<file path="src/rtl/exu_mdu_ctrl_if.sv">
// Bundle of the EX request, multiplier, divider, writeback and hazard-status
// signals around the mul/div requester.
// modport master : the requester (exu_mdu_ctrl) side
// modport slave  : the environment side (EX stage, mul/div units, WB arbiter)
interface exu_mdu_ctrl_if #(
   parameter int DW = 32,
   parameter int AW = 5
);
   logic          req_valid_i;
   logic          req_ready_o;
   logic [2:0]    req_op_i;
   logic [DW-1:0] req_rs1_i;
   logic [DW-1:0] req_rs2_i;
   logic [AW-1:0] req_rd_i;
   logic          flush_i;

   logic          mul_start_o;
   logic [2:0]    mul_op_o;
   logic [DW-1:0] mul_a_o;
   logic [DW-1:0] mul_b_o;
   logic [AW-1:0] mul_rd_o;
   logic          mul_ready_i;
   logic          mul_busy_i;
   logic [DW-1:0] mul_result_i;

   logic          div_start_o;
   logic [2:0]    div_op_o;
   logic [DW-1:0] div_a_o;
   logic [DW-1:0] div_b_o;
   logic [AW-1:0] div_rd_o;
   logic          div_ready_i;
   logic          div_busy_i;
   logic [DW-1:0] div_result_i;

   logic          wb_valid_o;
   logic          wb_ready_i;
   logic [AW-1:0] wb_rd_o;
   logic [DW-1:0] wb_data_o;

   logic          pend_valid_o;
   logic [AW-1:0] pend_rd_o;
   logic          busy_o;

   modport master (
      input  req_valid_i, req_op_i, req_rs1_i, req_rs2_i, req_rd_i, flush_i,
      input  mul_ready_i, mul_busy_i, mul_result_i,
      input  div_ready_i, div_busy_i, div_result_i,
      input  wb_ready_i,
      output req_ready_o,
      output mul_start_o, mul_op_o, mul_a_o, mul_b_o, mul_rd_o,
      output div_start_o, div_op_o, div_a_o, div_b_o, div_rd_o,
      output wb_valid_o, wb_rd_o, wb_data_o,
      output pend_valid_o, pend_rd_o, busy_o
   );

   modport slave (
      output req_valid_i, req_op_i, req_rs1_i, req_rs2_i, req_rd_i, flush_i,
      output mul_ready_i, mul_busy_i, mul_result_i,
      output div_ready_i, div_busy_i, div_result_i,
      output wb_ready_i,
      input  req_ready_o,
      input  mul_start_o, mul_op_o, mul_a_o, mul_b_o, mul_rd_o,
      input  div_start_o, div_op_o, div_a_o, div_b_o, div_rd_o,
      input  wb_valid_o, wb_rd_o, wb_data_o,
      input  pend_valid_o, pend_rd_o, busy_o
   );
endinterface

</file>
<file path="src/rtl/exu_mdu_ctrl.sv">
// Requester for the multi-cycle mul/div units in EX: accepts one M-op,
// holds start to the selected unit, captures its result and hands it to the
// regfile write arbiter. Exports pending rd and a busy stall to EX.
// Optional: MDU_DIVZERO_FAST_EN resolves divide-by-zero locally (no divider
// launch, straight to WB).
//
// state | meaning
// IDLE  | ready for a new M-op
// MWAIT | multiplier running, start held until its ready pulse
// DWAIT | divider running, start held until its ready pulse
// WB    | result held for the write arbiter
module exu_mdu_ctrl #(
   parameter int DW = 32,
   parameter int AW = 5
) (
   input  logic          clk,
   input  logic          rst,
   exu_mdu_ctrl_if.master bus
);
   typedef enum logic [1:0] {IDLE, MWAIT, DWAIT, WB} state_e;

   state_e        state_q, state_d;
   logic [2:0]    op_q, op_d;
   logic [DW-1:0] rs1_q, rs1_d;
   logic [DW-1:0] rs2_q, rs2_d;
   logic [AW-1:0] rd_q, rd_d;
   logic [DW-1:0] result_q, result_d;

   // state and operand/result registers
   always_ff @(posedge clk or negedge rst) begin
      if (!rst) begin
         state_q  <= IDLE;
         op_q     <= '0;
         rs1_q    <= '0;
         rs2_q    <= '0;
         rd_q     <= '0;
         result_q <= '0;
      end else begin
         state_q  <= state_d;
         op_q     <= op_d;
         rs1_q    <= rs1_d;
         rs2_q    <= rs2_d;
         rd_q     <= rd_d;
         result_q <= result_d;
      end
   end

   // next state, request latch and result capture; flush wins over any
   // coincident ready or writeback acceptance
   always_comb begin
      state_d  = state_q;
      op_d     = op_q;
      rs1_d    = rs1_q;
      rs2_d    = rs2_q;
      rd_d     = rd_q;
      result_d = result_q;
      case (state_q)
         IDLE: begin
            if (bus.req_valid_i && !bus.flush_i) begin
               op_d  = bus.req_op_i;
               rs1_d = bus.req_rs1_i;
               rs2_d = bus.req_rs2_i;
               rd_d  = bus.req_rd_i;
               if (!bus.req_op_i[2]) begin
                  state_d = MWAIT;
`ifdef MDU_DIVZERO_FAST_EN
               end else if (bus.req_rs2_i == '0) begin
                  // op[1] set selects REM/REMU, which return the dividend
                  state_d  = WB;
                  result_d = bus.req_op_i[1] ? bus.req_rs1_i : '1;
`endif
               end else begin
                  state_d = DWAIT;
               end
            end
         end
         MWAIT: begin
            if (bus.flush_i) begin
               state_d = IDLE;
            end else if (bus.mul_ready_i) begin
               result_d = bus.mul_result_i;
               state_d  = WB;
            end
         end
         DWAIT: begin
            if (bus.flush_i) begin
               state_d = IDLE;
            end else if (bus.div_ready_i) begin
               result_d = bus.div_result_i;
               state_d  = WB;
            end
         end
         WB: begin
            if (bus.flush_i || bus.wb_ready_i) begin
               state_d = IDLE;
            end
         end
         default: state_d = IDLE;
      endcase
   end

   // outputs; start drops combinationally on ready or flush so the unit
   // never sees a second launch
   always_comb begin
      bus.req_ready_o  = (state_q == IDLE);
      bus.mul_start_o  = (state_q == MWAIT) && !bus.mul_ready_i && !bus.flush_i;
      bus.mul_op_o     = op_q;
      bus.mul_a_o      = rs1_q;
      bus.mul_b_o      = rs2_q;
      bus.mul_rd_o     = rd_q;
      bus.div_start_o  = (state_q == DWAIT) && !bus.div_ready_i && !bus.flush_i;
      bus.div_op_o     = op_q;
      bus.div_a_o      = rs1_q;
      bus.div_b_o      = rs2_q;
      bus.div_rd_o     = rd_q;
      bus.wb_valid_o   = (state_q == WB);
      bus.wb_rd_o      = rd_q;
      bus.wb_data_o    = result_q;
      bus.pend_valid_o = (state_q != IDLE);
      bus.pend_rd_o    = rd_q;
      bus.busy_o       = (state_q != IDLE);
   end
endmodule

</file>
<file path="src/flat_wrapper.sv">
// flat-port wrapper written by rule: the top's interface ports become plain ports
module exu_mdu_ctrl_flat 
#(
   parameter int DW = 32,
   parameter int AW = 5
)
  (clk, rst, bus_req_valid_i, bus_req_op_i, bus_req_rs1_i, bus_req_rs2_i, bus_req_rd_i, bus_flush_i, bus_mul_ready_i, bus_mul_busy_i, bus_mul_result_i, bus_div_ready_i, bus_div_busy_i, bus_div_result_i, bus_wb_ready_i, bus_req_ready_o, bus_mul_start_o, bus_mul_op_o, bus_mul_a_o, bus_mul_b_o, bus_mul_rd_o, bus_div_start_o, bus_div_op_o, bus_div_a_o, bus_div_b_o, bus_div_rd_o, bus_wb_valid_o, bus_wb_rd_o, bus_wb_data_o, bus_pend_valid_o, bus_pend_rd_o, bus_busy_o);
  exu_mdu_ctrl_if #(.DW(DW), .AW(AW)) bus_i ();
  input  logic clk;
  input  logic rst;
  input wire logic [$bits(bus_i.req_valid_i)-1:0] bus_req_valid_i;
  input wire logic [$bits(bus_i.req_op_i)-1:0] bus_req_op_i;
  input wire logic [$bits(bus_i.req_rs1_i)-1:0] bus_req_rs1_i;
  input wire logic [$bits(bus_i.req_rs2_i)-1:0] bus_req_rs2_i;
  input wire logic [$bits(bus_i.req_rd_i)-1:0] bus_req_rd_i;
  input wire logic [$bits(bus_i.flush_i)-1:0] bus_flush_i;
  input wire logic [$bits(bus_i.mul_ready_i)-1:0] bus_mul_ready_i;
  input wire logic [$bits(bus_i.mul_busy_i)-1:0] bus_mul_busy_i;
  input wire logic [$bits(bus_i.mul_result_i)-1:0] bus_mul_result_i;
  input wire logic [$bits(bus_i.div_ready_i)-1:0] bus_div_ready_i;
  input wire logic [$bits(bus_i.div_busy_i)-1:0] bus_div_busy_i;
  input wire logic [$bits(bus_i.div_result_i)-1:0] bus_div_result_i;
  input wire logic [$bits(bus_i.wb_ready_i)-1:0] bus_wb_ready_i;
  output wire logic [$bits(bus_i.req_ready_o)-1:0] bus_req_ready_o;
  output wire logic [$bits(bus_i.mul_start_o)-1:0] bus_mul_start_o;
  output wire logic [$bits(bus_i.mul_op_o)-1:0] bus_mul_op_o;
  output wire logic [$bits(bus_i.mul_a_o)-1:0] bus_mul_a_o;
  output wire logic [$bits(bus_i.mul_b_o)-1:0] bus_mul_b_o;
  output wire logic [$bits(bus_i.mul_rd_o)-1:0] bus_mul_rd_o;
  output wire logic [$bits(bus_i.div_start_o)-1:0] bus_div_start_o;
  output wire logic [$bits(bus_i.div_op_o)-1:0] bus_div_op_o;
  output wire logic [$bits(bus_i.div_a_o)-1:0] bus_div_a_o;
  output wire logic [$bits(bus_i.div_b_o)-1:0] bus_div_b_o;
  output wire logic [$bits(bus_i.div_rd_o)-1:0] bus_div_rd_o;
  output wire logic [$bits(bus_i.wb_valid_o)-1:0] bus_wb_valid_o;
  output wire logic [$bits(bus_i.wb_rd_o)-1:0] bus_wb_rd_o;
  output wire logic [$bits(bus_i.wb_data_o)-1:0] bus_wb_data_o;
  output wire logic [$bits(bus_i.pend_valid_o)-1:0] bus_pend_valid_o;
  output wire logic [$bits(bus_i.pend_rd_o)-1:0] bus_pend_rd_o;
  output wire logic [$bits(bus_i.busy_o)-1:0] bus_busy_o;
  assign bus_i.req_valid_i = bus_req_valid_i;
  assign bus_i.req_op_i = bus_req_op_i;
  assign bus_i.req_rs1_i = bus_req_rs1_i;
  assign bus_i.req_rs2_i = bus_req_rs2_i;
  assign bus_i.req_rd_i = bus_req_rd_i;
  assign bus_i.flush_i = bus_flush_i;
  assign bus_i.mul_ready_i = bus_mul_ready_i;
  assign bus_i.mul_busy_i = bus_mul_busy_i;
  assign bus_i.mul_result_i = bus_mul_result_i;
  assign bus_i.div_ready_i = bus_div_ready_i;
  assign bus_i.div_busy_i = bus_div_busy_i;
  assign bus_i.div_result_i = bus_div_result_i;
  assign bus_i.wb_ready_i = bus_wb_ready_i;
  assign bus_req_ready_o = bus_i.req_ready_o;
  assign bus_mul_start_o = bus_i.mul_start_o;
  assign bus_mul_op_o = bus_i.mul_op_o;
  assign bus_mul_a_o = bus_i.mul_a_o;
  assign bus_mul_b_o = bus_i.mul_b_o;
  assign bus_mul_rd_o = bus_i.mul_rd_o;
  assign bus_div_start_o = bus_i.div_start_o;
  assign bus_div_op_o = bus_i.div_op_o;
  assign bus_div_a_o = bus_i.div_a_o;
  assign bus_div_b_o = bus_i.div_b_o;
  assign bus_div_rd_o = bus_i.div_rd_o;
  assign bus_wb_valid_o = bus_i.wb_valid_o;
  assign bus_wb_rd_o = bus_i.wb_rd_o;
  assign bus_wb_data_o = bus_i.wb_data_o;
  assign bus_pend_valid_o = bus_i.pend_valid_o;
  assign bus_pend_rd_o = bus_i.pend_rd_o;
  assign bus_busy_o = bus_i.busy_o;
  exu_mdu_ctrl #(.DW(DW), .AW(AW)) u_core (.clk(clk), .rst(rst), .bus(bus_i));
endmodule
</file>
<file path="config.mk">
export PLATFORM = sky130hd
export DESIGN_NAME = exu_mdu_ctrl_flat
export DESIGN_NICKNAME = d
export VERILOG_FILES = /design/src/rtl/exu_mdu_ctrl_if.sv /design/src/rtl/exu_mdu_ctrl.sv /design/src/flat_wrapper.sv
export SDC_FILE = /design/constraint.sdc
export NUM_CORES = 1
export LEC_CHECK = 0
export BUFFER_PORTS_ARGS = -buffer_cell sky130_fd_sc_hd__buf_2
export CAP_MARGIN = 20
export CELL_PAD_IN_SITES_DETAIL_PLACEMENT = 2
export CELL_PAD_IN_SITES_GLOBAL_PLACEMENT = 2
export CORE_MARGIN = 3
export CORE_UTILIZATION = 28
export DETAILED_ROUTE_END_ITERATION = 7
export PLACE_DENSITY_LB_ADDON = 0.1
export SETUP_SLACK_MARGIN = 0.3
export SYNTH_ARGS = -nofsm -noshare
export SYNTH_HDL_FRONTEND = slang
export SYNTH_SLANG_ARGS = --single-unit
export TNS_END_PERCENT = 100
</file>
<file path="constraint.sdc">
create_clock -name clk -period 5.2 [get_ports clk]
set_input_delay 0.78 -clock clk [delete_from_list [all_inputs] [get_ports clk]]
set_output_delay 0.78 -clock clk [all_outputs]
set_load 0.1 [all_outputs]
</file>
# ---- Yosys cells after proc, flatten, opt, wreduce, memory -nomap -nowiden
# Cells that the tools add are included.
# Widths: inputs -> output; s select.
dict set report op_classes {
  muxes 13
  bitwise_logic 0
  multipliers 0
  addsub 0
  shifts 0
  reduce_logical 15
  eq_ne 11
  order_cmp 0
  div_mod_pow 0
}
# op n
set op_table {}
lappend op_table {{$mux 32} 4}
lappend op_table {{$pmux 32 s2} 1}
lappend op_table {{$mux 2} 7}
lappend op_table {{$ne 2x2->1 const B} 4}
lappend op_table {{$pmux 2 s4} 1}
lappend op_table {{$ne 3x3->1 const B} 2}
lappend op_table {{$logic_and 1x1->1} 5}
lappend op_table {{$reduce_and 5->1} 1}
lappend op_table {{$eq 2x2->1 const B} 2}
lappend op_table {{$ne 2x1->1 const B} 2}
lappend op_table {{$reduce_and 4->1} 1}
lappend op_table {{$reduce_bool 2->1} 2}
lappend op_table {{$logic_not 1->1} 3}
lappend op_table {{$eq 2x1->1 const B} 1}
lappend op_table {{$logic_not 2->1} 1}
lappend op_table {{$reduce_and 2->1} 1}
lappend op_table {{$logic_or 1x1->1} 1}
dict set report totals {
  in_bits 145
  latch_bits 0
  mem_bits_rw 0
  output_inout_bits 192
  mem_bits_ro 0
  memories 0
  register_bits 106
}

# ---- Longest topological paths before layout
dict set report logic_depth {
  depth_word 4
  depth_mapped 7
  mapped_depth_nobuf 6
}

# ---- Worst setup path after synthesis
# No wires, ideal clock.
dict set report synth_path {
  path_kind {in2out}
  startpoint {in bus_flush_i}
  endpoint {out bus_mul_start_o}
  setup_slack_ns 1.376
  required_time_ns 4.420
  t_arrival_ns 3.044
  cell_stages 1
  cell_sequence {nor3b_1}
}
dict set report synth_via {
  elab_chain_len 2
}
# element line_no
set synth_lines {}
lappend synth_lines {{start: declaration} flat_wrapper.sv:16} ;# input wire logic [$bits(bus_i.flush_i)-1:0] bus_flush_i;
lappend synth_lines {{$logic_not 1->1} exu_mdu_ctrl.sv:106} ;# bus.mul_start_o = (state_q == MWAIT) && !bus.mul_ready_i && !bus.flush_i;
lappend synth_lines {{$logic_and 1x1->1} exu_mdu_ctrl.sv:106}
lappend synth_lines {{end: declaration} flat_wrapper.sv:25} ;# output wire logic [$bits(bus_i.mul_start_o)-1:0] bus_mul_start_o;
# Every way passes these cells.

# ---- Final worst setup path
dict set report layout_path {
  startpoint {reg u_core.state_q[0]}
  endpoint {reg u_core.rs1_q[10], in the netlist u_core.bus.div_a_o[10]}
}
dict set report layout_via {
  elab_chain_len 2
}
# element line_no
set layout_lines {}
lappend layout_lines {{start: declaration} exu_mdu_ctrl.sv:22} ;# state_e state_q, state_d;
lappend layout_lines {{start signal: assignment} exu_mdu_ctrl.sv:39} ;# state_q <= state_d;
lappend layout_lines {{$logic_not 2->1} exu_mdu_ctrl.sv:57} ;# case (state_q)
lappend layout_lines {{$reduce_and 2->1 (no source line)} n/a}
lappend layout_lines {{end signal: assignment} exu_mdu_ctrl.sv:41} ;# rs1_q <= rs1_d;
lappend layout_lines {{end: declaration} exu_mdu_ctrl.sv:24} ;# logic [DW-1:0] rs1_q, rs1_d;
# Every way passes these cells.
# A chain may end at the register's enable or synchronous reset.

==> flow_summary.json <==
{
  "outcome": "finished clean",
  "clock_latency_ps": 340,
  "io_buffer_count": 334,
  "gp_congestion": 0.704,
  "fin_crit_ps": 2730,
  "endpoint_kind": "flop",
  "criticalPathCategory": "flop to flop",
  "cts-root-buf": "clkbuf_16",
  "gr-total-overflow": 0,
  "wirelength_um": 15700,
  "synth_top_cell_area_share": 0.483,
  "synth_edf_count": 0,
  "via_per_inst": 4.17,
  "ys_types": 23,
  "drc": 0,
  "maxSlewHeadroom": 0.324,
  "rsz0062_at_grt": "no",
  "die_h_um": 146,
  "cts.sinks": 106,
  "synth_common_cells": "dfrtp_1, buf_4, mux2_4",
  "worstPathMaxFanout": 51,
  "core_area_mm2": 0.0190,
  "ioPinCount": 337,
  "grt_usage": 0.147,
  "vias": 3694,
  "cts_hold_buf": 0,
  "grt_max_degree": 68,
  "postRouteAntennaNets": 0,
  "ys_seq_elements": 106,
  "rows": 50,
  "drive_gt1_frac": 0.790,
  "nFillCells": 2041,
  "die-area_mm2": 0.0213,
  "firstDrtPassIters": 4,
  "clk_path_buf_depth": 2,
  "syn_nets": 518,
  "cts_tree": "built",
  "synth.most_common_cell": "dfrtp_1",
  "skew_ps": 6.39,
  "max_freq_mhz": 366,
  "synthCells": 368,
  "start_util": 0.290,
  "ys_top_cells_by_area": "dfrtp_1, mux2_4, mux2_2",
  "ys.flop_type": "dfrtp_1",
  "ys_seq_area_frac": 0.483,
  "cts_setup_buffers": 0,
  "finalCritPeriodShare": 0.525,
  "slew_violations": 0,
  "h-tree-depth": 3,
  "wl_per_cell_um": 17.8,
  "syn-cell-area_mm2": 0.00549,
  "tightestPinTransition_ps": 1010,
  "yosysWarnings": 0,
  "maxCapViolCount": 0,
  "cts_buffers": 9,
  "cts_resized": 0,
  "hold_viol_final": 0,
  "grt_pass1_wl_um": 24900,
  "setup_tns_ps": 0,
  "yosysTopAreaCell": "dfrtp_1",
  "die_x_um": 146,
  "grt_antenna_before_repair": 3,
  "drt_iter0_drc": 91,
  "arrival_ps": 2960,
  "hold_class": "flop to flop",
  "cts.clk_slew.worst_paths_ps": 70,
  "first_global_vias": 4277,
  "critPathLaunchType": "flop",
  "finalNetCount": 769,
  "dpl.hpwl_um": 12400,
  "syn2layout_area_growth_pct": 28.6,
  "setup-violations-final": 0,
  "ys_async_sr_fraction": 1.00,
  "avgSynthCellArea_um2": 14.9,
  "required_ps": 5430
}
## flip-flops by register name, summed over array words and instances, names as in the netlist
signal	flops
u_core.bus.div_a_o	32
u_core.bus.div_b_o	32
u_core.bus.div_op_o	3
u_core.bus.div_rd_o	5
u_core.bus.wb_data_o	32
u_core.state_q	2
## logic make-up (layout without fill, tap and decap cells)
family	Yosys count	in the layout	synth area share
compound gates	7	7	0.0103
fa+ha+maj	5	5	0.0114
buf+inv	104	360	0.154
flops	106	106	0.483
mux	138	138	0.331
other cells	0	1	0
simple gates	8	8	0.0103
## metrics by stage
stage | hold WS, ps | util | instance area, um^2 | instances | setup WS (ps)
2_1_floorplan | 484 | - | 5490 | 368 | 1380
3_3_place_gp | 481 | 0.353 | 6690 | 867 | 2300
3_5_place_dp | 492 | 0.353 | 6690 | 867 | 2260
4_1_cts | 507 | 0.371 | 7030 | 883 | 2400
5_1_grt | 520 | 0.372 | 7060 | 885 | 2260
6_report | 503 | 0.372 | 7060 | 885 | 2470
## path summary, 6_finish.rpt
kind,to,startpoint,depth (start not counted),slack [ps]
max reg2reg,u_core.bus.div_a_o[10],u_core.state_q[0],6,2470
max in group asynchronous,u_core.bus.div_a_o[24],rst,2,3560
min reg2reg,u_core.bus.wb_data_o[28],u_core.bus.wb_data_o[28],1,500
min,u_core.bus.wb_data_o[28],u_core.bus.wb_data_o[28],1,500
max,u_core.bus.div_a_o[10],u_core.state_q[0],6,2470
min in group asynchronous,u_core.bus.div_a_o[0],rst,1,520
## cell type report
cell class / count / area [um^2] / area share
clock buffer: 13 / 270 / 0.0383
clock inverter: 3 / 68.8 / 0.00975
multi-input combinational: 158 / 1990 / 0.282
timing repair buffer: 338 / 1720 / 0.244
sequential: 106 / 2650 / 0.376
antenna: 1 / 2.50 / 0.000354
tap: 260 / 325 / 0.0461
inverter: 6 / 22.5 / 0.00319
## worst max-delay path: stages, from the launching register on
cell,delay (ps)
dfrtp_1,390
inv_1,90
ha_1,260
inv_1,150
or2_4,810
buf_4,530
mux2_4,340
## cells in the final DEF, fill, tap and decap left out
cell type,n
mux2_1,1
nand2b_4,1
nor2_1,2
inv_1,6
ha_1,5
buf_4,4
buf_2,333
clkbuf_1,1
clkbuf_16,9
inv_6,1
nor3b_1,1
clkbuf_8,3
diode_2,1
dfrtp_1,106
bufinv_16,2
a21oi_1,1
mux2i_1,1
a31oi_4,1
mux2_4,70
mux2_2,66
nand2_1,1
o21ai_0,3
a22oi_1,2
or2_4,1
buf_16,1
nand2b_1,1
and4b_2,1
## per-layer routing
layer	track usage	wire length (um)
met3	0.0462	1270
met5	0	34
met1	0.170	6190
met4	0.0503	280
met2	0.257	7970
Power is left out: the tool's default activity adds up to more than one toggle a clock period on the data nets, which glitch-free logic cannot reach.
